**src/rtl/mag_comp_arbiter.sv**
```systemverilog
// mag_comp_arbiter: round-robin shared unsigned magnitude comparator with registered eq/gr/lt and done pulse
module mag_comp_arbiter #(
  parameter int WIDTH = 4,
  parameter int N_REQ = 4
) (
  input  logic                       clk,
  input  logic                       rst,
  input  logic [N_REQ-1:0]           req,
  input  logic [N_REQ*WIDTH-1:0]     a_in,
  input  logic [N_REQ*WIDTH-1:0]     b_in,
  output logic [N_REQ-1:0]           gnt,
  output logic [$clog2(N_REQ)-1:0]   owner,
  output logic                       done,
  output logic                       eq,
  output logic                       gr,
  output logic                       lt
);
  localparam int IW = $clog2(N_REQ);
  typedef enum logic [1:0] {IDLE, CMP, RESP} state_t;
  state_t           r_state, w_next;
  logic [IW-1:0]    r_ptr, r_owner, w_win;
  logic [WIDTH-1:0] r_op_a, r_op_b;
  logic             r_eq, r_gr, r_lt;
  // state register
  always_ff @(posedge clk) begin
    if (rst) r_state <= IDLE;
    else     r_state <= w_next;
  end
  // next state: a grant takes exactly three cycles, req only matters in IDLE
  always_comb begin
    w_next = (r_state == IDLE) ? (|req ? CMP : IDLE) : (r_state == CMP ? RESP : IDLE);
  end
  // winner is the first set request scanning upward from the pointer; the descending loop lets the nearest one win
  always_comb begin
    w_win = r_ptr;
    for (int k = N_REQ - 1; k >= 0; k--)
      if (req[r_ptr + IW'(k)]) w_win = r_ptr + IW'(k);
  end
  // datapath: latch operands at grant, compare once, rotate priority past the served owner
  always_ff @(posedge clk) begin
    if (rst) begin
      r_ptr   <= '0;
      r_owner <= '0;
      r_op_a  <= '0;
      r_op_b  <= '0;
      r_eq    <= 1'b0;
      r_gr    <= 1'b0;
      r_lt    <= 1'b0;
    end else begin
      if (r_state == IDLE && |req) begin
        r_owner <= w_win;
        r_op_a  <= a_in[w_win*WIDTH +: WIDTH];
        r_op_b  <= b_in[w_win*WIDTH +: WIDTH];
      end
      if (r_state == CMP) begin
        r_eq <= r_op_a == r_op_b;
        r_gr <= r_op_a > r_op_b;
        r_lt <= r_op_a < r_op_b;
      end
      if (r_state == RESP) r_ptr <= r_owner + 1'b1;
    end
  end
  // outputs decode from registered state only, so nothing flows straight from inputs
  always_comb begin
    gnt = '0;
    if (r_state != IDLE) gnt[r_owner] = 1'b1;
  end
  assign done  = r_state == RESP;
  assign owner = r_owner;
  assign eq    = r_eq;
  assign gr    = r_gr;
  assign lt    = r_lt;
endmodule

```
**config.mk**
```make
export PLATFORM = sky130hd
export DESIGN_NAME = mag_comp_arbiter
export DESIGN_NICKNAME = d
export VERILOG_FILES = /design/src/rtl/mag_comp_arbiter.sv
export SDC_FILE = /design/constraint.sdc
export NUM_CORES = 1
export LEC_CHECK = 0
export CAP_MARGIN = 25
export CORE_ASPECT_RATIO = 1.25
export CORE_MARGIN = 2
export CORE_UTILIZATION = 44
export CTS_BUF_LIST = sky130_fd_sc_hd__clkbuf_8 sky130_fd_sc_hd__clkbuf_16
export CTS_CLUSTER_DIAMETER = 80
export CTS_CLUSTER_SIZE = 30
export DETAILED_ROUTE_END_ITERATION = 7
export GPL_TIMING_DRIVEN = 0
export PLACE_DENSITY = 0.92
export SKIP_LAST_GASP = 1
export SLEW_MARGIN = 20
export SYNTH_ARGS = -nofsm -noshare
export SYNTH_HDL_FRONTEND = slang
export SYNTH_SLANG_ARGS = --single-unit
```
**constraint.sdc**
```tcl
create_clock -name clk -period 2.82 [get_ports clk]
set_input_delay 0.846 -clock clk [delete_from_list [all_inputs] [get_ports clk]]
set_output_delay 0.846 -clock clk [all_outputs]
set_load 0.01 [all_outputs]
```
==> impl_metrics.json, run 1 <==
{
  "outcome": "finished, final reports clean",
  "multi_input_area_um2": 646,
  "clockPowerShare_pct": 25.7,
  "r2r_slack_ns": 1.11,
  "clk_latency_ns": 0.25,
  "path_max_fanout": 8,
  "yosysSeqAreaShare_pct": 32.2,
  "grt_pass1_wl_mm": 4.35,
  "fillers": 189,
  "layout_common_cells": "clkdlybuf4s50_1 (46), mux2i_1 (19), dfxtp_1 (17)",
  "slew-limit-headroom_pct": 62.7,
  "fmax_mhz": 396,
  "irDropWorstVdd_v": 0.000364,
  "grt_max_degree": 11,
  "worstSetupPathType": "input port to flip-flop",
  "worstPathCellList": "clkdlybuf4s50_1 -> nor4_1 -> nor3_1 -> nor2_1 -> nand2_1 -> o221ai_1",
  "reg2regPathDepth": 7,
  "start_util_pct": 47.4,
  "p_switching_mw": 0.205,
  "grt_overflow_total": 0,
  "min_from": "gr$_SDFFE_PP0P_",
  "fp.dieH_um": 58.8,
  "grtUsageMet2_pct": 38.3,
  "drtPass1Iterations": 4,
  "cts_buffer_depth": 2,
  "leakagePower_nw": 0.614,
  "yosysTopAreaCellShare_pct": 32.2,
  "register_area_um2": 340,
  "synth_mux_area_share_pct": 18.0,
  "slew_viol_final": 0,
  "rsz0062_at_grt": "false",
  "drc": 0,
  "critical-path-slowest-cell": "clkdlybuf4s50_1",
  "hold_buffers": 0,
  "synth_cells": 117,
  "clkSinkCount": 17,
  "dp.cells": 194,
  "seq_power_share_pct": 40.6,
  "grtUsageMet1_pct": 24.5,
  "critPathBufInv": 1,
  "cts.htree.levels": 1,
  "cts_tree": "done",
  "ios": 48,
  "area_growth_pct": 51.4,
  "whs_path_depth": 2,
  "hold_class": "flip-flop to flip-flop",
  "antenna_found_initial": 0,
  "coreArea_mm2": 0.00223,
  "grt_pass1_vias": 1036,
  "hold_violations": 0,
  "synth_top_area_cell": "dfxtp_1",
  "final_common_cell": "clkdlybuf4s50_1",
  "place_congestion": 0.744,
  "clock-root-buffer": "clkbuf_8",
  "postCtsSetupRepairBufs": 0,
  "worstPathArrival_ns": 2.70,
  "grt.met3_usage_pct": 3.07,
  "end_kind": "flip-flop",
  "swShare_pct": 28.9,
  "tightestPinTransition_ns": 0.558,
  "rows": 19,
  "drive_above_1_share_pct": 4.19,
  "p_int_mw": 0.504,
  "port_buffers": 46,
  "slowest_delay_ns": 0.51,
  "syn_area_per_cell_um2": 9.05,
  "rr_startpoint": "r_ptr[1]$_SDFFE_PP0P_",
  "cts_resized": 0,
  "synth.area.top_cells": "dfxtp_1 (32%), mux2i_1 (18%), ha_1 (9.5%)",
  "ant_nets": 0,
  "fin_crit_sh_pct": 89.5,
  "crit_path_start_kind": "input port",
  "syn-cell-area_mm2": 0.00106,
  "synth_fa_ha_area_share_pct": 9.46,
  "powerDensity_mw_per_mm2": 443,
  "min_to": "gr$_SDFFE_PP0P_",
  "viasPerCell": 5.35,
  "synth_top_family_by_area": "multiplexers",
  "routed_wl_mm": 2.68,
  "cts_inserted_buffers": 3,
  "grt_most_used_layer": "met2",
  "cp_top_family": "simple AND/OR/NAND/NOR gates",
  "synthXorXnorAreaFrac_pct": 0,
  "combPwrFrac_pct": 33.8,
  "yosysWarningCount": 0,
  "synthesis.nets": 163,
  "drv_cap": 0,
  "cp.required_ns": 2.99,
  "post-route-min-period_ns": 2.52,
  "finalSetupTns_ns": 0,
  "r2r_end": "r_op_a[0]$_SDFFE_PP0P_",
  "post-dp-hpwl_mm": 2.16,
  "dieArea_mm2": 0.00282,
  "synth.ff_latch_count": 17,
  "vias": 1059,
  "fin_nets": 214,
  "die_w_um": 47.9,
  "synth_compound_area_share_pct": 16.7,
  "setup_viol": 0,
  "diodes": 0,
  "synthSimpleGateAreaFrac_pct": 16.9,
  "finalNonFillerCells": 198,
  "yosysUniqueCellTypes": 26,
  "clk_pin_slew_ns": 0.07,
  "grt_usage_pct": 21.3,
  "wl_per_cell_um": 13.6,
  "first_iter_violations": 17,
  "clock_skew_ns": 0.00117
}
==> worst register-to-register path, cell delays in order (launching register included) <==
cell and delay, ns:
dfxtp_1 0.44, inv_1 0.09, a21oi_1 0.16, o221a_1 0.24
buf_6 0.17, buf_12 0.15, mux2i_1 0.20, o221ai_1 0.14
==> cells in the mapped netlist <==
master,instances
a21oi_1,4
inv_1,9
nand2b_1,2
nand3b_1,1
o21ai_1,1
a41oi_1,1
a21o_2,1
mux2i_1,19
nor4_2,1
ha_1,8
nor2b_1,9
o21a_1,2
o21ai_0,3
o221ai_1,8
o221a_1,1
o31ai_1,2
nor2_1,9
buf_12,1
dfxtp_1,17
nand2_1,12
a211oi_1,1
buf_1,1
nor3_1,1
buf_6,1
clkbuf_1,1
nor4_1,1
==> area by class of cell <==
| cell class | count | share of cell area (%) |
|---|---|---|
| flip-flops and latches | 17 | 21.2 |
| plain buffers | 4 | 2.42 |
| multi-input cells | 87 | 40.3 |
| well taps | 31 | 2.42 |
| repair buffers | 46 | 28.7 |
| clock inverters | 1 | 0.234 |
| clock buffers | 3 | 2.58 |
| inverters | 9 | 2.11 |
==> worst max-delay path by stage <==
stage / startpoint / end / slack, ns / depth (start not counted)
2_1_floorplan: req[2] / r_op_a[0]$_SDFFE_PP0P_ / 0.83 / 7
3_3_place_gp: req[3] / r_op_b[2]$_SDFFE_PP0P_ / 0.14 / 6
3_5_place_dp: req[3] / r_op_a[2]$_SDFFE_PP0P_ / 0.05 / 6
4_1_cts: req[3] / r_op_a[2]$_SDFFE_PP0P_ / 0.31 / 6
5_1_grt: req[3] / r_op_b[2]$_SDFFE_PP0P_ / 0.03 / 6
6_report: req[3] / r_op_a[2]$_SDFFE_PP0P_ / 0.30 / 6
==> kinds of logic after synthesis <==
group	after synthesis
multiplexers	19
AND/OR/NAND/NOR	36
adder cells (fa/ha/maj)	8
buffers and inverters	13
flip-flops	17
AO/OA/AOI/OAI	24
==> power by group through the flow <==
stage	Clock (mW)	Combinational [mW]	Sequential, mW
6_report	0.182	0.240	0.288
5_1_grt	0.196	0.266	0.290
4_1_cts	0.185	0.240	0.287
3_5_place_dp	0	0.239	0.292
3_3_place_gp	0	0.231	0.291
2_1_floorplan	0	0.133	0.291
==> registers in the layout (all words and copies together) (netlist names) <==
signal and flops:
gr 1, lt 1, eq 1, r_ptr 2
owner 2, r_op_b 4, r_state 2, r_op_a 4
==> layer usage <==
layer | vias up | share of wire [%]
met2 | 35 | 55
li1 | 520 | -
met4 | 0 | 1.4
met1 | 499 | 39
met5 | - | 0
met3 | 5 | 4.5
==> metrics by stage <==
step                hold slack [ns]  power, mW  util, %  instance area, um2  setup WS (ns)
finish                        0.460      0.709     71.7                1600          0.296
global route                  0.487      0.752     71.7                1600         0.0288
CTS                           0.466      0.712     71.7                1600          0.306
detailed placement            0.449      0.532     69.7                1560         0.0476
global placement              0.447      0.521     69.7                1560          0.144
floorplan                     0.433      0.424        -                1060          0.826
(Power assumes the default switching activity.)
==> run 2: changes to the inputs <==
--- a/config.mk
+++ b/config.mk
@@ -15,6 +15,7 @@
 export DETAILED_ROUTE_END_ITERATION = 7
 export GPL_TIMING_DRIVEN = 0
 export PLACE_DENSITY = 0.92
+export RECOVER_POWER = 25
 export SKIP_LAST_GASP = 1
 export SLEW_MARGIN = 20
 export SYNTH_ARGS = -nofsm -noshare
==> results of run 2 <==
No change in the layout: final DEF, timing and power equal those of run 1.
==> run 3: changes to the inputs <==
--- a/config.mk
+++ b/config.mk
@@ -7,7 +7,7 @@
 export LEC_CHECK = 0
 export CAP_MARGIN = 25
 export CORE_ASPECT_RATIO = 1.25
-export CORE_MARGIN = 2
+export CORE_MARGIN = 10
 export CORE_UTILIZATION = 44
 export CTS_BUF_LIST = sky130_fd_sc_hd__clkbuf_8 sky130_fd_sc_hd__clkbuf_16
 export CTS_CLUSTER_DIAMETER = 80
==> run 3 against run 2 <==
  * Sequential share of layout area barely moved
  * Largest cell class unchanged
  * Combinational power rose by 3%
  * Critical endpoint is now r_op_b[0]$_SDFFE_PP0P_
  * Count of clock-buffer cells in the layout did not move
  * Setup slack got worse by 0.010 ns
  * Hold slack improved by 0.012 ns
==> impl_metrics.json, run 3 (same netlist as run 1, synthesis figures left out) <==
{
  "cp_top_family": "buffers and inverters",
  "drc": 0,
  "grt_overflow_total": 0,
  "final_common_cell": "clkdlybuf4s50_1",
  "worstSetupPathType": "input port to flip-flop",
  "p_int_mw": 0.505,
  "grtUsageMet2_pct": 24.9,
  "layout_common_cells": "clkdlybuf4s50_1 (46), mux2i_1 (19), dfxtp_1 (17)",
  "worstPathArrival_ns": 2.64,
  "clock_skew_ns": 0.000421,
  "finalSetupTns_ns": 0,
  "diodes": 0,
  "fp.dieH_um": 74.8,
  "slew-limit-headroom_pct": 62.4,
  "clock-root-buffer": "clkbuf_8",
  "fin_nets": 214,
  "place_congestion": 0.832,
  "path_max_fanout": 10,
  "ant_nets": 0,
  "powerDensity_mw_per_mm2": 441,
  "dieArea_mm2": 0.00478,
  "fmax_mhz": 395,
  "leakagePower_nw": 0.614,
  "post-dp-hpwl_mm": 2.53,
  "cp.required_ns": 2.93,
  "grt.met3_usage_pct": 3.56,
  "grt_usage_pct": 12.9,
  "grt_max_degree": 11,
  "combPwrFrac_pct": 34.9,
  "first_iter_violations": 38,
  "rsz0062_at_grt": "false",
  "tightestPinTransition_ns": 0.560,
  "drive_above_1_share_pct": 4.79,
  "slowest_delay_ns": 0.59,
  "seq_power_share_pct": 40.6,
  "p_switching_mw": 0.203,
  "grtUsageMet1_pct": 11.3,
  "fin_util_pct": 71.1,
  "drtPass1Iterations": 4,
  "port_buffers": 46,
  "drv_cap": 0,
  "coreArea_mm2": 0.00226,
  "rows": 19,
  "crit_path_start_kind": "input port",
  "routed_wl_mm": 3.17,
  "hold_buffers": 0,
  "clk_latency_ns": 0.25,
  "hold_class": "flip-flop to flip-flop",
  "grt_most_used_layer": "met2",
  "clockPowerShare_pct": 24.4,
  "irDropWorstVdd_v": 0.000440,
  "hold_violations": 0,
  "cts_buffer_depth": 2,
  "grt_pass1_wl_mm": 4.92,
  "critical-path-slowest-cell": "clkdlybuf4s50_1",
  "setup_viol": 0,
  "largestRegisters": "r_op_a: 4 flops, r_op_b: 4 flops",
  "postCtsSetupRepairBufs": 0,
  "clkSinkCount": 17,
  "die_w_um": 63.9,
  "end_kind": "flip-flop",
  "fin_crit_sh_pct": 89.9,
  "grt_pass1_vias": 1136,
  "post-route-min-period_ns": 2.53,
  "clk_pin_slew_ns": 0.06,
  "wl_per_cell_um": 16.0,
  "antenna_found_initial": 0,
  "ios": 48,
  "vias": 1074,
  "swShare_pct": 28.7,
  "finalNonFillerCells": 198,
  "start_util_pct": 46.9,
  "critPathBufInv": 3,
  "area_growth_pct": 51.7,
  "viasPerCell": 5.42,
  "cts_resized": 0,
  "dp.cells": 194,
  "slew_viol_final": 0,
  "cts_inserted_buffers": 3,
  "worstPathCellList": "clkdlybuf4s50_1 -> nor2b_1 -> o21ai_0 -> o221a_1 -> buf_6 -> buf_12 -> mux2i_1 -> o221ai_1",
  "outcome": "finished, final reports clean",
  "cts.htree.levels": 1,
  "cts_tree": "done"
}
## run 3: cell counts in the layout (fill, tap and decap cells not counted)
No cell type changed its count.
## run 3: final cells by class
| cell class | instances | area, um2 |
|---|---|---|
| fill | 176 | 653 |
| multi-input combinational | 87 | 648 |
| timing repair buffer | 46 | 460 |
| sequential | 17 | 340 |
| clock buffer | 3 | 41.3 |
| buffer | 4 | 38.8 |
| tap | 31 | 38.8 |
| inverter | 9 | 33.8 |
| clock inverter | 1 | 3.75 |
## run 3: path summary, 6_finish.rpt
check             slack, ns  depth (start not counted)              startpoint                      to
setup / recovery       0.29                          8                  req[3]  r_op_b[0]$_SDFFE_PP0P_
hold / removal         0.47                          2  r_op_b[3]$_SDFFE_PP0P_  r_op_b[3]$_SDFFE_PP0P_
setup reg to reg       1.06                          7   r_ptr[1]$_SDFFE_PP0P_  r_op_b[0]$_SDFFE_PP0P_
hold reg to reg        0.47                          2  r_op_b[3]$_SDFFE_PP0P_  r_op_b[3]$_SDFFE_PP0P_
## run 3: tightest hold or removal path, stage by stage, from the launching register on
cell,delay [ns]
dfxtp_1,0.33
nand2_1,0.05
o221ai_1,0.05
## run 3: stage by stage
step	setup WS [ns]	instance area (um2)	power, mW	hold WS (ns)
floorplan	0.826	1060	0.424	0.433
global placement	0.0864	1560	0.523	0.447
detailed placement	0.00540	1560	0.538	0.457
CTS	0.144	1600	0.709	0.473
global route	0.163	1610	0.748	0.487
finish	0.286	1610	0.708	0.472
## run 3: per-layer routing
metal  wire length [um]  share of wire (%)
met5                  0                  0
met2               1680                 53
met3                166                5.2
met4                101                3.2
met1               1220                 39
## run 3: power groups by stage
stage | Sequential [mW] | Combinational (mW) | Clock [mW]
after global placement | 0.290 | 0.233 | 0
after floorplan | 0.291 | 0.133 | 0
final | 0.288 | 0.247 | 0.173
after global routing | 0.290 | 0.268 | 0.189
after detailed placement | 0.292 | 0.246 | 0
after CTS | 0.287 | 0.248 | 0.174
